`config.mk`:
```
export PLATFORM = sky130hd
export DESIGN_NAME = booth_mul_seq_flat
export DESIGN_NICKNAME = d
export VERILOG_FILES = /design/src/rtl/booth_mul_seq_if.sv /design/src/rtl/booth_mul_seq.sv /design/src/flat_wrapper.sv
export SDC_FILE = /design/constraint.sdc
export NUM_CORES = 1
export LEC_CHECK = 0
export CAP_MARGIN = 10
export CORE_UTILIZATION = 58
export CTS_CLUSTER_DIAMETER = 50
export DETAILED_ROUTE_END_ITERATION = 6
export PLACE_DENSITY = 0.84
export SLEW_MARGIN = 10
export SYNTH_ARGS = -nofsm -noshare
export SYNTH_HDL_FRONTEND = slang
export SYNTH_SLANG_ARGS = --single-unit
```
`constraint.sdc`:
```
create_clock -name clk -period 9.15 [get_ports clk]
set_input_delay 1.3725 -clock clk [delete_from_list [all_inputs] [get_ports clk]]
set_output_delay 1.3725 -clock clk [all_outputs]
set_load 0.005 [all_outputs]
```
`src/rtl/booth_mul_seq_if.sv`:
```
// Operand/result handshake bundle for booth_mul_seq.
// master: operand producer / result consumer (drives a, b, in_valid, out_ready, clear).
// slave : the multiplier (drives in_ready, out_valid, prod, busy).
interface booth_mul_seq_if;
  logic        clear;
  logic        in_valid;
  logic        in_ready;
  logic [15:0] a;
  logic [15:0] b;
  logic        out_valid;
  logic        out_ready;
  logic [31:0] prod;
  logic        busy;

  modport master (
    output clear, in_valid, a, b, out_ready,
    input  in_ready, out_valid, prod, busy
  );

  modport slave (
    input  clear, in_valid, a, b, out_ready,
    output in_ready, out_valid, prod, busy
  );
endinterface

```
`src/rtl/booth_mul_seq.sv`:
```
// Sequential 16x16 signed multiplier using radix-4 Booth recoding.
// One recoded digit of b is accumulated per cycle: accept, 8 CALC cycles, then DONE
// holds the 32-bit product until the consumer takes it.
// Ports:
//   clk   - rising-edge clock
//   rst_n - asynchronous active-low reset
//   bus   - booth_mul_seq_if.slave: clear, in_valid/in_ready/a/b,
//           out_valid/out_ready/prod, busy
module booth_mul_seq (
  input logic            clk,
  input logic            rst_n,
  booth_mul_seq_if.slave bus
);

  typedef enum logic [1:0] {StIdle, StCalc, StDone} state_e;

  state_e      state_q;
  logic [15:0] a_q;
  logic [15:0] b_q;
  logic [31:0] acc_q;
  logic [2:0]  cnt_q;

  logic [16:0] b_ext;
  logic [4:0]  bit_idx;
  logic [2:0]  code;
  logic [31:0] a_ext;
  logic [31:0] mag;
  logic [31:0] pp_unsh;
  logic [31:0] pp;

  // Partial product for digit cnt_q.
  always_comb begin
    b_ext   = {b_q, 1'b0};  // b[-1] = 0
    bit_idx = {1'b0, cnt_q, 1'b0};
    code    = b_ext[bit_idx +: 3];
    a_ext   = {{16{a_q[15]}}, a_q};
    case (code)
      3'b001, 3'b010, 3'b101, 3'b110: mag = a_ext;
      3'b011, 3'b100:                 mag = a_ext << 1;
      default:                        mag = '0;
    endcase
    // 111 decodes to zero, so it must not take the negate path.
    pp_unsh = (code[2] && (code != 3'b111)) ? (~mag + 32'd1) : mag;
    pp      = pp_unsh << bit_idx;
  end

  always_ff @(posedge clk or negedge rst_n) begin
    if (!rst_n) begin
      state_q <= StIdle;
      a_q     <= '0;
      b_q     <= '0;
      acc_q   <= '0;
      cnt_q   <= '0;
    end else if (bus.clear) begin
      state_q <= StIdle;
      acc_q   <= '0;
      cnt_q   <= '0;
    end else begin
      unique case (state_q)
        StIdle: begin
          if (bus.in_valid) begin
            a_q     <= bus.a;
            b_q     <= bus.b;
            acc_q   <= '0;
            cnt_q   <= '0;
            state_q <= StCalc;
          end
        end
        StCalc: begin
          acc_q <= acc_q + pp;
          cnt_q <= cnt_q + 3'd1;
          if (cnt_q == 3'd7) state_q <= StDone;
        end
        StDone: begin
          if (bus.out_ready) state_q <= StIdle;
        end
        default: state_q <= StIdle;
      endcase
    end
  end

  assign bus.in_ready  = (state_q == StIdle);
  assign bus.out_valid = (state_q == StDone);
  assign bus.busy      = (state_q != StIdle);
  assign bus.prod      = acc_q;

endmodule

```
`src/flat_wrapper.sv`:
```
// flat-port wrapper written by rule: the top's interface ports become plain ports
module booth_mul_seq_flat 
  (clk, rst_n, bus_clear, bus_in_valid, bus_a, bus_b, bus_out_ready, bus_in_ready, bus_out_valid, bus_prod, bus_busy);
  booth_mul_seq_if bus_i ();
  input logic clk;
  input logic rst_n;
  input wire logic [$bits(bus_i.clear)-1:0] bus_clear;
  input wire logic [$bits(bus_i.in_valid)-1:0] bus_in_valid;
  input wire logic [$bits(bus_i.a)-1:0] bus_a;
  input wire logic [$bits(bus_i.b)-1:0] bus_b;
  input wire logic [$bits(bus_i.out_ready)-1:0] bus_out_ready;
  output wire logic [$bits(bus_i.in_ready)-1:0] bus_in_ready;
  output wire logic [$bits(bus_i.out_valid)-1:0] bus_out_valid;
  output wire logic [$bits(bus_i.prod)-1:0] bus_prod;
  output wire logic [$bits(bus_i.busy)-1:0] bus_busy;
  assign bus_i.clear = bus_clear;
  assign bus_i.in_valid = bus_in_valid;
  assign bus_i.a = bus_a;
  assign bus_i.b = bus_b;
  assign bus_i.out_ready = bus_out_ready;
  assign bus_in_ready = bus_i.in_ready;
  assign bus_out_valid = bus_i.out_valid;
  assign bus_prod = bus_i.prod;
  assign bus_busy = bus_i.busy;
  booth_mul_seq u_core (.clk(clk), .rst_n(rst_n), .bus(bus_i));
endmodule
```
# Word-level counts from Yosys, hierarchy flattened
# Cells that the tools add are included.
# classes
add_sub_neg	3
eq_ne	13
n_shift	2
muxes	13
bitwise_logic	2
n_reduce_logical	9
# ops
op	count
32-bit case mux with 2 select lines	2
32-bit two-way mux	3
32-bit by 1-bit adder with 32-bit output, second input constant	1
32-bit adder	1
32-bit inverter	1
32-bit by 4-bit left shift with 32-bit output	1
17-bit by 5-bit variable part select with 3-bit output	1
3-bit equality test, second input constant	4
3-bit inequality test, second input constant	3
2-bit two-way mux	4
3-bit by 2-bit equality test with 1-bit output, second input constant	2
3-bit two-way mux	2
2-bit case mux with 3 select lines	1
3-bit case mux with 2 select lines	1
3-bit AND reduction	2
4-bit OR reduction	1
3-bit by 1-bit adder with 3-bit output, second input constant	1
3-bit by 1-bit equality test with 1-bit output, second input constant	1
3-bit by 2-bit inequality test with 1-bit output, second input constant	1
3-bit nonzero test	1
2-bit by 1-bit equality test with 1-bit output, second input constant	1
2-bit equality test, second input constant	1
2-bit zero test	1
2-bit AND reduction	1
other kinds (4)	4
# totals
regBits	69
inputBits	37

# Longest topological paths before layout
# depth
word_depth	11
mapped_depth	32
depth_no_buf	27

# Worst setup path after synthesis
# Ideal clock, no wire load.
# synth_path
path_kind	reg-to-reg
from	reg u_core.cnt_q[1]
to	reg u_core.acc_q[31] (netlist: u_core.bus.prod[31])
setup_time_ns	0.127
arrival_time_ns	6.217
setup_slack_ns	2.805
path_stages_with_launch	30
path_buffers	6
period_less_slack_ns	6.345
path_cell_list	dfrtp_1 > buf_1 > clkbuf_1 > clkbuf_1 > nand2_1 > o21a_1 > ha_1 > clkbuf_1 > buf_1 > clkbuf_1 > a22oi_1 > ha_1 > and3b_1 > nand2_1 > a21oi_4 > nor3_1 > nand2b_1 > a21oi_1 > mux2_2 > a21o_1 > ha_1 > a21oi_1 > o21ai_0 > a31oi_1 > a211oi_1 > o2111ai_1 > nor3_1 > or3_1 > a41oi_1 > o22ai_1
# synth_between
elab_chain_cells	11
# synth_rtl
element	line_no	rtl
from (decl)	booth_mul_seq.sv:21	logic [2:0] cnt_q;
from (signal assigned)	booth_mul_seq.sv:71	cnt_q <= cnt_q + 3'd1;
17-bit by 5-bit variable part select with 3-bit output	booth_mul_seq.sv:35	code = b_ext[bit_idx +: 3];
3-bit by 1-bit equality test with 1-bit output, or another cell as far along	booth_mul_seq.sv:37	case (code)
4-bit OR reduction / 2-bit OR reduction (equally long branches)	booth_mul_seq.sv:37	
32-bit case mux with 2 select lines	booth_mul_seq.sv:37	
32-bit inverter	booth_mul_seq.sv:43	pp_unsh = (code[2] && (code != 3'b111)) ? (~mag + 32'd1) : mag;
32-bit by 1-bit adder with 32-bit output	booth_mul_seq.sv:43	
32-bit two-way mux	booth_mul_seq.sv:43	
32-bit by 4-bit left shift with 32-bit output *	booth_mul_seq.sv:44	pp = pp_unsh << bit_idx;
32-bit adder *	booth_mul_seq.sv:70	acc_q <= acc_q + pp;
32-bit case mux with 2 select lines *	booth_mul_seq.sv:59	unique case (state_q)
32-bit two-way mux *	booth_mul_seq.sv:54	end else if (bus.clear) begin
to (signal assigned)	booth_mul_seq.sv:70	
to (decl)	booth_mul_seq.sv:20	logic [31:0] acc_q;
# Mark *: on every way between the ends. The rest lies on a longest branch, timed or not.
# A chain may end at the register's enable or synchronous reset.

# Final worst setup path
# layout_path
from	reg u_core.cnt_q[2]
to	reg u_core.acc_q[31] (netlist: u_core.bus.prod[31])
# The elaborated chain is that of the path after synthesis.

==> results.sh <==
export IMPL_finalNonFillerCells=895
export IMPL_grt_pass1_vias=5819
export IMPL_coreArea_um2=10400
export IMPL_h_tree_depth=3
export IMPL_worstPathRequired_ns=9.42
export IMPL_grt_start_max_net_pins=70
export IMPL_skew_ns=0.0176
export IMPL_synth_edf_count=0
export IMPL_min_from="u_core.b_q[6]"
export IMPL_clkLatencyLatePin_ns=0.39
export IMPL_fin_crit_sh_pct=82.7
export IMPL_cts_hold_buffers=0
export IMPL_fmax_mhz=132
export IMPL_dp_hpwl_mm=12.3
export IMPL_yosysTopAreaCell="dfrtp_1"
export IMPL_drc_errors=0
export IMPL_rsz0062_at_grt="false"
export IMPL_avgRoutedWirePerCell_um=18.8
export IMPL_tritoncts="built"
export IMPL_fill_cells=830
export IMPL_tightest_slew_ns=1.14
export IMPL_placed_cell_area_um2=6970
export IMPL_routed_wl_mm=16.8
export IMPL_antenna_found_initial=0
export IMPL_arrival_ns=7.84
export IMPL_start_kind="register"
export IMPL_synth_area_um2=6210
export IMPL_clockBufferDepth=2
export IMPL_layout_setup_ws_ns=1.58
export IMPL_grt_pass1_wl_mm=28.3
export IMPL_cap_violations=0
export IMPL_vias=5782
export IMPL_syn2layout_area_growth_pct=16.0
export IMPL_endpoint_kind="register"
export IMPL_ys_ff_latch=69
export IMPL_ys_seq_area_share_pct=27.8
export IMPL_synth_cell_types=77
export IMPL_max_slew_margin_pct=24.1
export IMPL_io_pins=72
export IMPL_finish_instance_area_um2=7210
export IMPL_diodes=0
export IMPL_power_density_nw_per_um2=312
export IMPL_setup_violations=0
export IMPL_drtAntennaViolNets=0
export IMPL_first_pass_iters=5
export IMPL_gp_congestion=0.944
export IMPL_clk_pin_slew_ns=0.08
export IMPL_die_h_um=105
export IMPL_post_cts_buffers=0
export IMPL_worstSetupPathType="reg2reg"
export IMPL_start_util_pct=59.9
export IMPL_die_w_um=105
export IMPL_dp_slack_ns=1.73
export IMPL_hold_path_class="reg2reg"
export IMPL_grt_overflow=0
export IMPL_final_max_slew_viol_count=0
export IMPL_yosysWarnings=0
export IMPL_rrSetupSlack_ns=1.58
export IMPL_syn_num_nets=785
export IMPL_setup_tns_ns=0
export IMPL_num_rows=37
export IMPL_drive_above_1_share_pct=11.2
export IMPL_timing_rr_start="u_core.cnt_q[2]"
export IMPL_avgViaCountPerCell=6.46
export IMPL_placed_cells=879
export IMPL_io_buffers=71
export IMPL_ir_drop_v=0.000226
export IMPL_p_leak_nw=3.14
export IMPL_r2r_cells=22
export IMPL_period_needed_ns=7.57
export IMPL_nNetsFinal=835
export IMPL_final_hold_viol_count=0
export IMPL_status="finished, final reports clean"
export IMPL_track_usage_pct=32.1
export IMPL_clock_sinks=69
export IMPL_synth_top_cell_area_share_pct=27.8
export IMPL_syn_inst=704
export IMPL_avgSynthCellArea_um2=8.82
export IMPL_cts_root_buf="clkbuf_8"
export IMPL_dieArea_um2=11100
export IMPL_drtIter0Drc=328
export IMPL_cts_resized=0
export IMPL_numCtsBuffers=9
export IMPL_holdPathEnd="u_core.b_q[6]"
export IMPL_hold_depth=1
export IMPL_synthFlopType="dfrtp_1"
export IMPL_yosys_top_cells_area="dfrtp_1 28%, ha_1 8.7%, mux2_2 7.3%"
export IMPL_crit_fanout=36
export IMPL_reg2reg_to="u_core.bus.prod[31]"
export IMPL_async_flop_share_pct=100
-- through the flow --
stage                     hold slack [ns]  total power, mW  utilization [%]
after floorplan                     0.472             1.52                -
after global placement              0.488             1.86             67.3
after detailed placement            0.491             1.91             67.3
after CTS                           0.509             2.22             69.5
after global routing                0.535             2.42             69.5
final                               0.509             2.25             69.5
-- worst max path at each step --
| stage | start | endpoint | slack (ns) | cells after the start |
|---|---|---|---|---|
| 2_1_floorplan | u_core.cnt_q[1] | u_core.bus.prod[31] | 2.81 | 29 |
| 3_3_place_gp | u_core.cnt_q[2] | u_core.bus.prod[31] | 2.03 | 22 |
| 3_5_place_dp | u_core.cnt_q[2] | u_core.bus.prod[31] | 1.73 | 22 |
| 4_1_cts | u_core.cnt_q[2] | u_core.bus.prod[31] | 1.72 | 22 |
| 5_1_grt | u_core.cnt_q[2] | u_core.bus.prod[31] | 1.03 | 25 |
| 6_report | u_core.cnt_q[2] | u_core.bus.prod[31] | 1.58 | 22 |
-- cell families after synthesis --
logic type      after synthesis  synth area share [%]
xor+xnor                     38                  5.36
compound gates              231                  25.1
buf+inv                      53                  3.57
fa+ha+maj                    44                  8.98
flops                        69                  27.8
simple gates                193                  14.6
mux                          76                  14.6
-- layout by cell type, fill, tap and decap left out, types with 14 or more instances in the layout --
cell / instances
a21o_1: 14
a21oi_1: 47
clkdlybuf4s50_1: 70
dfrtp_1: 69
ha_1: 43
mux2_2: 40
mux2i_1: 27
nand2_1: 74
nor2_1: 40
nor3_1: 16
o21ai_0: 66
xnor2_1: 19
xor2_1: 19
-- report_power, final --
| group | switching [mW] | internal (mW) | leakage (nW) |
|---|---|---|---|
| clock network | 0.133 | 0.163 | 0.113 |
| registers | 0.0873 | 0.376 | 0.880 |
| logic | 0.849 | 0.639 | 2.14 |
| total | 1.07 | 1.18 | 3.14 |
-- flip-flops by register name (all words and copies together) (netlist names) --
name             flops
u_core.bus.prod     32
u_core.a_q          16
u_core.b_q          16
u_core.cnt_q         3
u_core.state_q       2
-- layer usage --
layer | GRT usage (%) | vias up | wire length (um)
met4 | 13.5 | 0 | 323
met2 | 52.0 | 258 | 8050
met3 | 7.54 | 21 | 1300
li1 | - | 2728 | -
met1 | 41.1 | 2775 | 7160
met5 | 0 | - | 0
-- Yosys cell counts, types with 6 or more instances --
cell,n
nand2_1,74
dfrtp_1,69
o21ai_0,66
a21oi_1,47
ha_1,43
nor2_1,41
mux2_2,40
clkbuf_1,29
mux2i_1,27
xnor2_1,19
xor2_1,19
nor3_1,16
a21o_1,14
inv_1,13
a22oi_1,12
nand3_1,11
a211oi_1,9
a22o_1,9
a31oi_1,8
or3_1,7
nand2b_1,6
o31ai_1,6
-- critical path, cell delays in order (launching register included) --
cell	delay, ns
dfrtp_1	1.10
inv_1	0.53
nor2_1	0.22
a31oi_1	0.06
o21a_1	0.22
ha_1	0.66
and2_1	0.36
or4_1	0.55
a211oi_4	0.45
a31oi_1	0.17
xnor2_1	0.23
mux4_2	0.51
nand2_1	0.10
o21ai_2	0.09
ha_1	0.32
and3_1	0.22
a31oi_1	0.30
a211oi_1	0.17
o2111ai_1	0.36
nor3_1	0.09
or3_1	0.41
a41oi_1	0.23
o22ai_1	0.11
-- layout make-up --
cell class | instances | area (um^2) | area share [%]
clock buffer | 10 | 138 | 1.91
clock inverter | 6 | 93.8 | 1.30
inverter | 15 | 56.3 | 0.781
multi-input combinational | 582 | 4270 | 59.3
sequential | 69 | 1730 | 24.0
tap | 136 | 170 | 2.36
timing repair buffer | 77 | 751 | 10.4
Power figures use the tool's default switching activity.
